==> config.mk <==
export PLATFORM = sky130hd
export DESIGN_NAME = handshake_rr_arbiter
export DESIGN_NICKNAME = d
export VERILOG_FILES = /design/src/rtl/handshake_arb_pkg.sv /design/src/rtl/rr_priority_pick.sv /design/src/rtl/handshake_rr_arbiter.sv
export SDC_FILE = /design/constraint.sdc
export NUM_CORES = 1
export LEC_CHECK = 0
export BUFFER_PORTS_ARGS = -buffer_cell sky130_fd_sc_hd__buf_4
export CORE_UTILIZATION = 51
export CTS_BUF_LIST = sky130_fd_sc_hd__clkbuf_2
export CTS_CLUSTER_SIZE = 8
export DETAILED_ROUTE_END_ITERATION = 6
export PLACE_DENSITY = 0.88
export SYNTH_ARGS = -nofsm -noshare
export SYNTH_HDL_FRONTEND = slang
export SYNTH_SLANG_ARGS = --single-unit
==> constraint.sdc <==
create_clock -name CLK -period 7.6 [get_ports CLK]
set_input_delay 2.28 -clock CLK [delete_from_list [all_inputs] [get_ports CLK]]
set_output_delay 2.28 -clock CLK [all_outputs]
set_load 0.02 [all_outputs]
==> src/rtl/handshake_arb_pkg.sv <==
// Shared types and constants for the handshake round-robin arbiter.
package handshake_arb_pkg;

  localparam int N_DEFAULT     = 3;
  localparam int WIDTH_DEFAULT = 4;

  localparam logic [7:0] STALL_MAX = 8'hFF;

  typedef logic [1:0] grant_id_t;

  typedef enum logic {
    SLOT_EMPTY,
    SLOT_FULL
  } slot_state_e;

endpackage

==> src/rtl/rr_priority_pick.sv <==
// Combinational round-robin pick: first asserted req searching upward from
// (last_grant+1) mod N, wrapping.
module rr_priority_pick
  import handshake_arb_pkg::*;
#(
  parameter int N   = N_DEFAULT,
  parameter int IDW = $clog2(N)
) (
  input  logic [N-1:0]   req,
  input  logic [IDW-1:0] last_grant,
  output logic           grant_valid,
  output logic [IDW-1:0] grant
);

  logic [IDW-1:0] cand_idx [N];
  logic [N-1:0]   cand_hit;

  // Slot gi of the search order is the requester gi+1 places after last_grant.
  generate
    for (genvar gi = 0; gi < N; gi++) begin : g_cand
      localparam int OFFSET = gi + 1;
      assign cand_idx[gi] = IDW'((int'(last_grant) + OFFSET) % N);
      assign cand_hit[gi] = req[cand_idx[gi]];
    end
  endgenerate

  always_comb begin
    grant_valid = 1'b0;
    grant       = '0;
    for (int k = N - 1; k >= 0; k--) begin
      if (cand_hit[k]) begin
        grant_valid = 1'b1;
        grant       = cand_idx[k];
      end
    end
  end

endmodule

==> src/rtl/handshake_rr_arbiter.sv <==
// Round-robin arbiter feeding a single registered output slot with a stall counter.
// Define HANDSHAKE_RR_ARBITER_ASSERT_EN to include the protocol assertions and covers.
module handshake_rr_arbiter
  import handshake_arb_pkg::*;
#(
  parameter int N     = N_DEFAULT,
  parameter int WIDTH = WIDTH_DEFAULT,
  parameter int IDW   = $clog2(N)
) (
  input  logic               CLK,
  input  logic               ASYNCRESETN,
  input  logic [N-1:0]       req_valid,
  output logic [N-1:0]       req_ready,
  input  logic [N*WIDTH-1:0] req_data,
  output logic               out_valid,
  input  logic               out_ready,
  output logic [WIDTH-1:0]   out_data,
  output logic [IDW-1:0]     out_id,
  output logic [7:0]         stall_cnt
);

  slot_state_e      state_reg, state_next;
  logic [WIDTH-1:0] data_reg;
  logic [IDW-1:0]   id_reg;
  logic [IDW-1:0]   last_grant_reg;
  logic [7:0]       stall_cnt_reg;

  logic             grant_valid;
  logic [IDW-1:0]   grant;
  logic             can_accept;
  logic             accept;
  logic [WIDTH-1:0] lane_data [N];

  rr_priority_pick #(
    .N   (N),
    .IDW (IDW)
  ) u_pick (
    .req         (req_valid),
    .last_grant  (last_grant_reg),
    .grant_valid (grant_valid),
    .grant       (grant)
  );

  assign out_valid  = (state_reg == SLOT_FULL);
  assign can_accept = !out_valid || out_ready;
  // Gated by reset so no requester sees ready while the slot is held cleared.
  assign accept     = ASYNCRESETN && can_accept && grant_valid;

  generate
    for (genvar gi = 0; gi < N; gi++) begin : g_lane
      assign lane_data[gi] = req_data[gi*WIDTH +: WIDTH];
      assign req_ready[gi] = accept && (grant == IDW'(gi));
    end
  endgenerate

  always_comb begin
    state_next = state_reg;
    case (state_reg)
      SLOT_EMPTY: if (accept) state_next = SLOT_FULL;
      SLOT_FULL:  if (out_ready && !accept) state_next = SLOT_EMPTY;
      default:    state_next = SLOT_EMPTY;
    endcase
  end

  always_ff @(posedge CLK or negedge ASYNCRESETN) begin
    if (!ASYNCRESETN) begin
      state_reg      <= SLOT_EMPTY;
      data_reg       <= '0;
      id_reg         <= '0;
      last_grant_reg <= IDW'(N - 1);
      stall_cnt_reg  <= '0;
    end else begin
      state_reg <= state_next;
      if (accept) begin
        data_reg       <= lane_data[grant];
        id_reg         <= grant;
        last_grant_reg <= grant;
      end
      if (out_valid && !out_ready && (stall_cnt_reg != STALL_MAX)) begin
        stall_cnt_reg <= stall_cnt_reg + 8'd1;
      end
    end
  end

  assign out_data  = data_reg;
  assign out_id    = id_reg;
  assign stall_cnt = stall_cnt_reg;

`ifdef HANDSHAKE_RR_ARBITER_ASSERT_EN
  a_ready_onehot: assert property (@(posedge CLK) disable iff (!ASYNCRESETN)
    $onehot0(req_ready));

  a_slot_stable: assert property (@(posedge CLK) disable iff (!ASYNCRESETN)
    out_valid && !out_ready |=> $stable(out_data) && $stable(out_id) && out_valid);

  generate
    for (genvar gi = 0; gi < N; gi++) begin : g_sva
      a_hold_valid: assert property (@(posedge CLK) disable iff (!ASYNCRESETN)
        req_valid[gi] && !req_ready[gi] |=> req_valid[gi]);
      c_granted: cover property (@(posedge CLK) disable iff (!ASYNCRESETN)
        req_valid[gi] && req_ready[gi]);
    end
  endgenerate
`else
  // Checks compiled out; datapath above is unaffected.
`endif

endmodule
After elaboration in Yosys (flattened, before gate mapping):

Cells that the tools add are included.

* add/subtract/negate cells: 4
* divide/modulo/power cells: 3
* $lt $le $gt $ge: 4
* eq/ne operators: 3
* mux-type cells: 18
* bitwise logic cells: 2
* reduce and logical (&&, ||, !) cells: 13

Operators by type and width (count)
* modulo 32 x 3 -> 32 bit (second input constant): 3
* < comparator 2 x 3 -> 1 bit (second input constant): 3
* adder 8 x 1 -> 8 bit (second input constant): 1
* binary-select mux 4 bit (select 2 bit): 1
* logical AND 1 bit: 8
* two-way mux 1 bit: 8
* two-way mux 4 bit: 2
* != test 8 bit (second input constant): 1
* adder 2 x 2 -> 3 bit (second input constant): 2
* binary-select mux 1 bit (select 2 bit): 3
* two-way mux 2 bit: 3
* adder 2 x 1 -> 3 bit (second input constant): 1
* greater-or-equal comparator 3 bit (second input constant): 1
* zero test 1 bit: 3
* inverter 2 -> 3 bit: 1
* equality test 2 x 1 -> 1 bit (second input constant): 1
* equality test 2 bit (second input constant): 1
* zero test 2 bit: 1
* one-hot mux 1 bit (2 select lines): 1
* logical OR 1 bit: 1
* inverter 1 bit: 1

* register bits after elaboration: 17
* output and inout bits: 18
* logic and storage cells: 52

Logic depth before layout (Yosys ltp):

Gate-level depths: netlist of the first run.

* word-level depth: 12
* depth in mapped cells: 10

Cells and area by module:

From an unflattened synthesis of the first run, not the netlist that was laid out.

* cell total of the unflattened synthesis: 109
* area total of the unflattened synthesis: 1131.1 µm²

By module, submodules not included
* handshake_rr_arbiter: instances 1, cells an instance 73, area an instance 885.8 µm²
* rr_priority_pick: instances 1, cells an instance 36, area an instance 245.2 µm²

Worst setup path before layout of the first run:

OpenSTA, ideal clock, no wires.

* kind: in2out
* start point: input req_valid[2]
* end point: output req_ready[1]
* data arrival time: 3.423 ns
* required time: 5.320 ns
* path slack: 1.897 ns
* cell stages on the path: 4
* path buffers: 0
* cells stage by stage: and3b_4 a2111oi_4 a2bb2oi_4 nor2b_1

* longest elaborated chain between the ends: 7

Ends and longest elaborated chain
* start: declaration: RTL line handshake_rr_arbiter.sv:12 `input logic [N-1:0] req_valid,`
* binary-select mux 1 bit (select 2 bit): RTL line rr_priority_pick.sv:23 `assign cand_hit[gi] = req[cand_idx[gi]];`
* two-way mux 1 bit (not written as such): RTL line rr_priority_pick.sv:23
* two-way mux 2 bit / two-way mux 1 bit (equally long branches) (3 in series): RTL line rr_priority_pick.sv:31 `if (cand_hit[k]) begin`
* equality test 2 x 1 -> 1 bit / logical AND 1 bit (equally long branches): RTL line handshake_rr_arbiter.sv:52, handshake_rr_arbiter.sv:47
* logical AND 1 bit (*): RTL line handshake_rr_arbiter.sv:52 `assign req_ready[gi] = accept && (grant == IDW'(gi));`
* end: declaration: RTL line handshake_rr_arbiter.sv:13 `output logic [N-1:0] req_ready,`

Mark *: on every way between the ends. The rest lies on a longest branch, timed or not. The select of a mux whose other input is x is not followed.

Worst setup path after layout of the first run:

* start point: input req_valid[1]
* end point: output req_ready[0]

* longest elaborated chain between the ends: 7

Ends and longest elaborated chain (RTL line)
* binary-select mux 1 bit (select 2 bit): rr_priority_pick.sv:23
* two-way mux 1 bit (not written as such): rr_priority_pick.sv:23
* two-way mux 2 bit / two-way mux 1 bit (equally long branches) (3 in series): rr_priority_pick.sv:31
* zero test 2 bit / logical AND 1 bit (equally long branches): handshake_rr_arbiter.sv:52, handshake_rr_arbiter.sv:47
* logical AND 1 bit (*): handshake_rr_arbiter.sv:52

Marked as above.

==> results of run 1 <==
per-stage QoR:
stage | std cells | worst slack (ns)
finish | 170 | 1.51
floorplan | 108 | 1.90
detailed placement | 166 | 1.49
global route | 170 | 1.35
CTS | 170 | 1.48
global placement | 166 | 1.56
report_power, final:
| group | switching [mW] | internal, mW | total, mW |
|---|---|---|---|
| Combinational | 0.219 | 0.174 | 0.392 |
| Sequential | 0.0331 | 0.123 | 0.156 |
| Clock | 0.0278 | 0.0114 | 0.0392 |
| Total | 0.280 | 0.308 | 0.587 |
synthesized netlist by cell type, types with 2 or more instances:
| cell | count |
|---|---|
| sky130_fd_sc_hd__a21o_1 | 2 |
| sky130_fd_sc_hd__a21oi_1 | 3 |
| sky130_fd_sc_hd__buf_4 | 2 |
| sky130_fd_sc_hd__xnor2_1 | 4 |
| sky130_fd_sc_hd__xor2_1 | 3 |
| sky130_fd_sc_hd__nand2b_1 | 3 |
| sky130_fd_sc_hd__o21ai_0 | 4 |
| sky130_fd_sc_hd__nor2b_1 | 3 |
| sky130_fd_sc_hd__ha_1 | 5 |
| sky130_fd_sc_hd__nand2_1 | 11 |
| sky130_fd_sc_hd__o21ai_1 | 3 |
| sky130_fd_sc_hd__nand3_1 | 2 |
| sky130_fd_sc_hd__mux2i_1 | 7 |
| sky130_fd_sc_hd__nor2_1 | 7 |
| sky130_fd_sc_hd__nand4_1 | 3 |
| sky130_fd_sc_hd__o211ai_1 | 3 |
| sky130_fd_sc_hd__or3_1 | 3 |
| sky130_fd_sc_hd__inv_1 | 8 |
| sky130_fd_sc_hd__dfrtp_1 | 15 |
final timing paths:
check	end	depth (start not counted)
setup / recovery	req_ready[0]	7
hold / removal	stall_cnt[7]$_DFFE_PN0P_	1
setup reg to reg	out_data[2]$_DFFE_PN0P_	8
hold reg to reg	stall_cnt[7]$_DFFE_PN0P_	1
max in group asynchronous	last_grant_reg[1]$_DFFE_PN1P_	1
min in group asynchronous	stall_cnt[3]$_DFFE_PN0P_	1
placed cells by master, fill, tap and decap left out, drive strengths merged:
cell type	netlist	routed
o21ai	7	7
xnor2	4	4
mux2	2	2
nor2b	3	3
o211ai	3	3
dfstp	1	1
a21o	2	2
and3	1	1
xor2	3	3
or3	3	3
a2111oi	2	2
nand3	2	2
mux2i	7	7
dfrtp	15	15
nor2	8	8
ha	5	5
nand4	3	3
inv	9	9
a221oi	1	1
a21oi	3	3
o21bai	1	1
buf	4	35
nand2	11	11
nand2b	3	3
o311ai	1	1
a2bb2oi	2	2
clkbuf	0	3
a31oi	1	1
clkinv	0	1
and3b	1	1
cell type report:
type / count / share of cell area [%]
Multi-Input combinational cell: 79 / 44.9
Sequential cell: 16 / 29.5
Timing Repair Buffer: 35 / 19.3
Inverter: 9 / 2.48
Tap cell: 27 / 2.48
Clock buffer: 3 / 1.10
Clock inverter: 1 / 0.275
logic make-up after synthesis:
| logic type | Yosys count |
|---|---|
| xor gates and xnor gates | 7 |
| adders and majority gates | 5 |
| buffers and inverters | 13 |
| AOI/OAI and AO/OA | 23 |
| muxes | 9 |
| DFF | 16 |
| and+or+nand+nor | 35 |
metal layers:
metal | GRT usage [%] | up-vias | wire [um]
met5 | 0 | - | 0
met4 | 10.6 | 0 | 53
met3 | 6.42 | 8 | 121
met2 | 30.0 | 31 | 1010
met1 | 26.3 | 414 | 1010
li1 | - | 444 | -
==> flow_summary.html, run 1 <==
<table>
<tr><th>Metric</th><th>Value</th></tr>
<tr><th colspan="2">Floorplanning</th></tr>
<tr><td>Number of placed I/O pins</td><td>36</td></tr>
<tr><td>Die width</td><td>roughly 48 um</td></tr>
<tr><td>Effective utilization at floorplan</td><td>about 54%</td></tr>
<tr><td>Vertical die dimension</td><td>approximately 48 um</td></tr>
<tr><td>Die outline area</td><td>0.00230 mm2</td></tr>
<tr><td>Std-Cell Core Area</td><td>slightly below 0.002 mm2</td></tr>
<tr><td>Site row count</td><td>16</td></tr>
<tr><th colspan="2">Detailed routing</th></tr>
<tr><td>Iter 0 DRT Violations</td><td>8</td></tr>
<tr><td>Post-DR vias/cell</td><td>about 5.3</td></tr>
<tr><td>Residual DRC count</td><td>0</td></tr>
<tr><td>Count of vias placed by the detailed router</td><td>around 900</td></tr>
<tr><td>Antenna Nets Post-Route</td><td>0</td></tr>
<tr><td>Sum of routed wire length over all layers</td><td>2.20 mm</td></tr>
<tr><td>Average wire length per cell after detail routing</td><td>12.9 um</td></tr>
<tr><td>1st-pass router iterations</td><td>4</td></tr>
<tr><th colspan="2">Yosys</th></tr>
<tr><td>Leading post-synthesis cells by cell area</td><td>sky130_fd_sc_hd__dfrtp_1 (35%), sky130_fd_sc_hd__mux2i_1 (6.5%), sky130_fd_sc_hd__ha_1 (5.8%), sky130_fd_sc_hd__nand2_1 (3.8%), sky130_fd_sc_hd__xnor2_1 (3.2%)</td></tr>
<tr><td>Netlist area before placement</td><td>~0.0011 mm2</td></tr>
<tr><td>Library cells used by synthesis</td><td>36</td></tr>
<tr><td>Share of the synthesized netlist area taken by xor and xnor gates</td><td>roughly 5.7%</td></tr>
<tr><td>Basic-gate share of the synthesized area counting and, or, nand and nor cells</td><td>approximately 16%</td></tr>
<tr><td>Area share of the leading cell type in the synthesized netlist</td><td>about a third</td></tr>
<tr><td>Mean cell area of the mapped netlist</td><td>9.99 um2</td></tr>
<tr><td>Dominant combinational cell family by area after synthesis</td><td>compound AO/OA/AOI/OAI gates</td></tr>
<tr><td>Gate count of the mapped netlist</td><td>108</td></tr>
<tr><td>Predominant post-synthesis flop cell</td><td>sky130_fd_sc_hd__dfrtp_1</td></tr>
<tr><td>Cell type contributing the most total cell area after synthesis</td><td>sky130_fd_sc_hd__dfrtp_1</td></tr>
<tr><td>Compound-cell area share of the yosys netlist</td><td>around 20%</td></tr>
<tr><td>Async S/R FF share, synth</td><td>100%</td></tr>
<tr><td>Number of synthesized flops with an enable pin</td><td>0</td></tr>
<tr><td>Proportion of synthesized chip area in sequential cells</td><td>a little under two fifths</td></tr>
<tr><td>Post-Synth Adder-Cell Area</td><td>5.80%</td></tr>
<tr><td>Synth Net Count</td><td>around 130</td></tr>
<tr><td>Ys Warns</td><td>0</td></tr>
<tr><td>Fraction of synthesized area in multiplexers</td><td>8.93%</td></tr>
<tr><td>Post-synthesis register bit count</td><td>16</td></tr>
<tr><th colspan="2">Global route</th></tr>
<tr><td>Antenna violations before repair</td><td>0</td></tr>
<tr><td>Overall track demand over capacity in global routing</td><td>around 20%</td></tr>
<tr><td>Total congestion overflow</td><td>0</td></tr>
<tr><td>Maximum number of pins on one net before global-route repair</td><td>18</td></tr>
<tr><td>First-pass GRT wire length</td><td>between 3 and 4 mm</td></tr>
<tr><td>Via count of the first global-routing pass</td><td>around 770</td></tr>
<tr><th colspan="2">Setup path</th></tr>
<tr><td>Delay of the slowest critical-path stage</td><td>approximately 0.53 ns</td></tr>
<tr><td>Buffers plus inverters on the worst setup path</td><td>2</td></tr>
<tr><td>Worst reg2reg setup slack</td><td>roughly 5 ns</td></tr>
<tr><td>Crit path from</td><td>req_valid[1]</td></tr>
<tr><td>Reg2reg start</td><td>out_id[0]$_DFFE_PN0P_</td></tr>
<tr><td>Maximum fanout along the worst path</td><td>15</td></tr>
<tr><td>Required time reported for the critical path endpoint</td><td>between 5 and 6 ns</td></tr>
<tr><td>Crit path cell chain</td><td>buf_4 &gt; mux2i_1 &gt; o21ai_1 &gt; o311ai_4 &gt; nand2b_1 &gt; nor2_1 &gt; buf_4</td></tr>
<tr><td>Category of the most critical setup path</td><td>in -&gt; out</td></tr>
<tr><td>Cell family with most CP delay</td><td>compound AO/OA/AOI/OAI gates</td></tr>
<tr><td>Slowest library cell on the worst path</td><td>sky130_fd_sc_hd__o311ai_4</td></tr>
<tr><td>CP Data Arrival Time</td><td>3.81 ns</td></tr>
<tr><td>Kind of start point of the critical path</td><td>primary input</td></tr>
<tr><td>Endpoint class of the critical path</td><td>output pin</td></tr>
<tr><td>Crit path top cell by count</td><td>sky130_fd_sc_hd__buf_4</td></tr>
<tr><th colspan="2">Timing</th></tr>
<tr><td>Worst-case headroom to the max-slew limit</td><td>between 50% and 60%</td></tr>
<tr><td>Sum Neg Setup Slack</td><td>0 ns</td></tr>
<tr><td>Highest clock frequency the design can meet</td><td>roughly 160 MHz</td></tr>
<tr><td>Final-report hold violation count</td><td>0</td></tr>
<tr><td>Setup repair after global routing missed its margin</td><td>no</td></tr>
<tr><td>Maximum clock skew at final layout</td><td>between 0.01 and 0.015 ns</td></tr>
<tr><td>Actual slew at the worst max-slew pin</td><td>between 0.6 and 0.7 ns</td></tr>
<tr><td>Number of max-slew violations in the final report</td><td>0</td></tr>
<tr><td>Tcrit/Tclk final</td><td>between 80% and 90%</td></tr>
<tr><td>Worst hold margin</td><td>just over 0.5 ns</td></tr>
<tr><td>Setup-violating endpoint count in the final report</td><td>0</td></tr>
<tr><td>Min Clock Period, post-route</td><td>between 6 and 7 ns</td></tr>
<tr><th colspan="2">CTS</th></tr>
<tr><td>Total number of clock tree sinks</td><td>16</td></tr>
<tr><td>Number of buffers inserted by hold repair at cts</td><td>0</td></tr>
<tr><td>Clk Latency, worst-skew pair</td><td>around 0.30 ns</td></tr>
<tr><td>Count of instances resized after the clock tree is built</td><td>0</td></tr>
<tr><td>CTS buffer count</td><td>3</td></tr>
<tr><td>Number of levels in the clock H-tree</td><td>1</td></tr>
<tr><td>Clock slew at reported path FFs</td><td>0.16 ns</td></tr>
<tr><td>Clock buffer depth</td><td>2</td></tr>
<tr><td>Clk root buf</td><td>sky130_fd_sc_hd__clkbuf_2</td></tr>
<tr><td>Clock tree from TritonCTS</td><td>built</td></tr>
<tr><td>Post CTS Setup Buffer Count</td><td>0</td></tr>
<tr><th colspan="2">Power</th></tr>
<tr><td>Power, Total</td><td>about 0.59 mW</td></tr>
<tr><td>Ratio of total power to cell area</td><td>roughly 430 mW/mm2</td></tr>
<tr><td>Max VDD drop</td><td>roughly 260 uV</td></tr>
<tr><td>Leakage</td><td>between 0.6 and 0.7 nW</td></tr>
<tr><th colspan="2">Status</th></tr>
<tr><td>Result of the run</td><td>complete, no violations</td></tr>
<tr><th colspan="2">Placed design</th></tr>
<tr><td>Area after detailed placement</td><td>0.00134 mm2</td></tr>
<tr><td>HPWL reported at the end of detailed placement</td><td>~1.7 mm</td></tr>
<tr><td>Port Buf Inserts</td><td>35</td></tr>
<tr><td>Gpl congestion</td><td>0.919</td></tr>
<tr><th colspan="2">Finish</th></tr>
<tr><td>Number of inserted filler cells in the final layout</td><td>167</td></tr>
<tr><td>Area taken by flip-flops and latches</td><td>between 400 and 500 um2</td></tr>
<tr><td>Final design instance area without fill</td><td>roughly 0.0014 mm2</td></tr>
<tr><td>Final core utilization</td><td>68.8%</td></tr>
<tr><td>Flip-flop count of the largest register after layout</td><td>8</td></tr>
<tr><td>Antenna diode instance count</td><td>0</td></tr>
<tr><td>Net count of the finished layout</td><td>167</td></tr>
<tr><td>Multi-input logic area</td><td>612 um2</td></tr>
<tr><td>Area growth, synth to finish</td><td>26.3%</td></tr>
<tr><td>Proportion of layout cells with a drive suffix above 1</td><td>between 30% and 40%</td></tr>
<tr><th colspan="2">Worst hold path</th></tr>
<tr><td>Class of the most critical hold timing path</td><td>reg -&gt; reg</td></tr>
<tr><td>Worst hold path startpoint</td><td>stall_cnt[7]$_DFFE_PN0P_</td></tr>
<tr><th colspan="2">Flow run</th></tr>
<tr><td># Max-Cap Violations</td><td>0</td></tr>
</table>
Power figures use the tool's default switching activity.
==> inputs of run 2 (changes only) <==
CORE_UTILIZATION = 47   (was 51)
PLACE_DENSITY = 0.85   (was 0.88)
clock period = 5.4 ns   (was 7.6 ns; I/O delays follow)
==> run 2 against run 1 <==
Critical path type unchanged. Non-clock buffer count is 1 higher. Final area rose by 0.64%. Global-route usage rose by 0.71 points. Die area up 8.2%. Hold slack better by 0.0028 ns. Sequential power rose by 41%. Count of clock-buffer cells in the layout up 1. Critical endpoint unchanged. Critical path depth stayed put.
==> flow_summary.html, run 2 (same netlist as run 1, synthesis figures left out) <==
<table>
<tr><th>Metric</th><th>Value</th></tr>
<tr><th colspan="2">Finish</th></tr>
<tr><td>Final design instance area without fill</td><td>~0.0014 mm2</td></tr>
<tr><td>Proportion of layout cells with a drive suffix above 1</td><td>roughly a third</td></tr>
<tr><td>Antenna diode instance count</td><td>0</td></tr>
<tr><td>Net count of the finished layout</td><td>between 150 and 200</td></tr>
<tr><td>Flip-flop count of the largest register after layout</td><td>8</td></tr>
<tr><td>Multi-input logic area</td><td>612 um2</td></tr>
<tr><td>Most used cells in the layout excluding fill and tap cells</td><td>sky130_fd_sc_hd__buf_4 (36), sky130_fd_sc_hd__dfrtp_1 (15), sky130_fd_sc_hd__nand2_1 (11), sky130_fd_sc_hd__inv_1 (8)</td></tr>
<tr><td>Most common cell after layout, fill and taps aside</td><td>sky130_fd_sc_hd__buf_4</td></tr>
<tr><td>Area taken by flip-flops and latches</td><td>around 400 um2</td></tr>
<tr><td>Area growth, synth to finish</td><td>27.1%</td></tr>
<tr><td>Number of inserted filler cells in the final layout</td><td>~170</td></tr>
<tr><th colspan="2">Timing</th></tr>
<tr><td>Worst hold margin</td><td>slightly above 0.5 ns</td></tr>
<tr><td>Final-report hold violation count</td><td>0</td></tr>
<tr><td>Actual slew at the worst max-slew pin</td><td>0.562 ns</td></tr>
<tr><td>Tcrit/Tclk final</td><td>84.3%</td></tr>
<tr><td>Maximum clock skew at final layout</td><td>around 0.0023 ns</td></tr>
<tr><td>Sum Neg Setup Slack</td><td>0 ns</td></tr>
<tr><td>Highest clock frequency the design can meet</td><td>roughly 220 MHz</td></tr>
<tr><td>Min Clock Period, post-route</td><td>approximately 4.6 ns</td></tr>
<tr><td>Worst-case headroom to the max-slew limit</td><td>between 60 and 70%</td></tr>
<tr><td>Setup repair after global routing missed its margin</td><td>no</td></tr>
<tr><td>PnR worst setup slack</td><td>roughly 0.85 ns</td></tr>
<tr><td>Setup-violating endpoint count in the final report</td><td>0</td></tr>
<tr><td>Number of max-slew violations in the final report</td><td>0</td></tr>
<tr><th colspan="2">Global route</th></tr>
<tr><td>Via count of the first global-routing pass</td><td>a little over 900</td></tr>
<tr><td>Maximum number of pins on one net before global-route repair</td><td>18</td></tr>
<tr><td>First-pass GRT wire length</td><td>3.90 mm</td></tr>
<tr><td>Antenna violations before repair</td><td>0</td></tr>
<tr><td>Overall track demand over capacity in global routing</td><td>approximately a fifth</td></tr>
<tr><td>Total congestion overflow</td><td>0</td></tr>
<tr><th colspan="2">Setup path</th></tr>
<tr><td>Path depth of the worst reg2reg path</td><td>7</td></tr>
<tr><td>Kind of start point of the critical path</td><td>primary input</td></tr>
<tr><td>Crit path top cell by count</td><td>sky130_fd_sc_hd__buf_4</td></tr>
<tr><td>Endpoint of the worst-slack reg-to-reg timing path</td><td>out_data[1]$_DFFE_PN0P_</td></tr>
<tr><td>Endpoint class of the critical path</td><td>output pin</td></tr>
<tr><td>Maximum fanout along the worst path</td><td>7</td></tr>
<tr><td>Required time reported for the critical path endpoint</td><td>approximately 3.8 ns</td></tr>
<tr><td>CP Data Arrival Time</td><td>approximately 2.9 ns</td></tr>
<tr><td>Crit path cell chain</td><td>buf_4 &gt; mux2i_1 &gt; o21ai_1 &gt; o311ai_4 &gt; nand2b_1 &gt; nor2_1 &gt; buf_4</td></tr>
<tr><td>Delay of the slowest critical-path stage</td><td>between 0.2 and 0.3 ns</td></tr>
<tr><td>Worst reg2reg setup slack</td><td>approximately 2.9 ns</td></tr>
<tr><td>Slowest library cell on the worst path</td><td>sky130_fd_sc_hd__o311ai_4</td></tr>
<tr><td>Crit path from</td><td>req_valid[1]</td></tr>
<tr><td>Category of the most critical setup path</td><td>in -&gt; out</td></tr>
<tr><td>Reg2reg start</td><td>out_id[0]$_DFFE_PN0P_</td></tr>
<tr><th colspan="2">Placed design</th></tr>
<tr><td>Worst setup slack after placement</td><td>between 0.8 and 0.9 ns</td></tr>
<tr><td>Area after detailed placement</td><td>0.00135 mm2</td></tr>
<tr><td>HPWL reported at the end of detailed placement</td><td>around 1.8 mm</td></tr>
<tr><td>Gpl congestion</td><td>slightly above 0.8</td></tr>
<tr><td>Port Buf Inserts</td><td>35</td></tr>
<tr><th colspan="2">Status</th></tr>
<tr><td>Result of the run</td><td>complete, no violations</td></tr>
<tr><th colspan="2">CTS</th></tr>
<tr><td>CTS buffer count</td><td>3</td></tr>
<tr><td>Total number of clock tree sinks</td><td>16</td></tr>
<tr><td>Clock slew at reported path FFs</td><td>around 0.15 ns</td></tr>
<tr><td>Number of levels in the clock H-tree</td><td>1</td></tr>
<tr><td>Clock tree from TritonCTS</td><td>built</td></tr>
<tr><td>Clock buffer depth</td><td>2</td></tr>
<tr><td>Clk Latency, worst-skew pair</td><td>roughly 0.30 ns</td></tr>
<tr><td>Count of instances resized after the clock tree is built</td><td>0</td></tr>
<tr><td>Clk root buf</td><td>sky130_fd_sc_hd__clkbuf_2</td></tr>
<tr><td>Number of buffers inserted by hold repair at cts</td><td>0</td></tr>
<tr><td>Post CTS Setup Buffer Count</td><td>0</td></tr>
<tr><th colspan="2">Floorplanning</th></tr>
<tr><td>Std-Cell Core Area</td><td>about 0.0021 mm2</td></tr>
<tr><td>Site row count</td><td>16</td></tr>
<tr><td>Die width</td><td>between 40 and 50 um</td></tr>
<tr><td>Number of placed I/O pins</td><td>36</td></tr>
<tr><td>Die outline area</td><td>~0.0025 mm2</td></tr>
<tr><td>Effective utilization at floorplan</td><td>about 52%</td></tr>
<tr><td>Vertical die dimension</td><td>around 50 um</td></tr>
<tr><th colspan="2">Detailed routing</th></tr>
<tr><td>Count of vias placed by the detailed router</td><td>about 900</td></tr>
<tr><td>Residual DRC count</td><td>0</td></tr>
<tr><td>Post-DR vias/cell</td><td>approximately 5.3</td></tr>
<tr><td>Sum of routed wire length over all layers</td><td>around 2.4 mm</td></tr>
<tr><td>Average wire length per cell after detail routing</td><td>around 14 um</td></tr>
<tr><td>Antenna Nets Post-Route</td><td>0</td></tr>
<tr><td>Iter 0 DRT Violations</td><td>19</td></tr>
<tr><td>1st-pass router iterations</td><td>4</td></tr>
<tr><th colspan="2">Flow run</th></tr>
<tr><td># Max-Cap Violations</td><td>0</td></tr>
<tr><th colspan="2">Power</th></tr>
<tr><td>Leakage</td><td>between 0.6 and 0.7 nW</td></tr>
<tr><td>Ratio of total power to cell area</td><td>~610 mW/mm2</td></tr>
<tr><td>Max VDD drop</td><td>324 uV</td></tr>
<tr><th colspan="2">Worst hold path</th></tr>
<tr><td>Capture endpoint of the worst hold path</td><td>out_id[1]$_DFFE_PN0P_</td></tr>
<tr><td>Number of cells on the worst hold path</td><td>1</td></tr>
<tr><td>Class of the most critical hold timing path</td><td>reg -&gt; reg</td></tr>
<tr><td>Worst hold path startpoint</td><td>out_id[1]$_DFFE_PN0P_</td></tr>
</table>
## run 2: per-stage QoR
step           util (%)  cells  power, mW
3_5_place_dp       65.5    167      0.783
4_1_cts            66.5    171      0.843
5_1_grt            66.5    171      0.902
2_1_floorplan         -    108      0.636
3_3_place_gp       65.5    167      0.761
6_report           66.5    171      0.840
## run 2: worst max-delay path by stage
stage	endpoint	slack (ns)	depth (start not counted)
2_1_floorplan	req_ready[1]	1.02	4
3_3_place_gp	req_ready[1]	0.88	6
3_5_place_dp	req_ready[0]	0.85	7
4_1_cts	req_ready[1]	0.85	6
5_1_grt	req_ready[0]	0.76	7
6_report	req_ready[0]	0.85	7
## run 2: worst max-delay path, delay by kind of cell
family / cells / cell delay (ns)
buffers and inverters: 2 / 0.30
AOI/OAI and AO/OA: 2 / 0.43
muxes: 1 / 0.21
and+or+nand+nor: 2 / 0.37
## run 2: metal layers
metal	vias to the layer above	part of all wire, %	GRT usage, %
li1	453	-	-
met1	405	46	24.5
met2	41	47	37.2
met3	5	6.2	4.63
met4	0	1.2	7.14
met5	-	0	0
## run 2: cell type report
type                    instances  share of cell area, %
clock buffers                   4                   1.46
flip-flops and latches         16                   29.3
well taps                      27                   2.46
inverters                       9                   2.46
multi-input cells              79                   44.6
repair buffers                 36                   19.7
## run 2: report_power, final
part           switching [mW]  internal (mW)  total (mW)
registers              0.0475          0.173       0.220
clock network          0.0403         0.0196      0.0599
logic                   0.311          0.248       0.559
total                   0.399          0.441       0.840
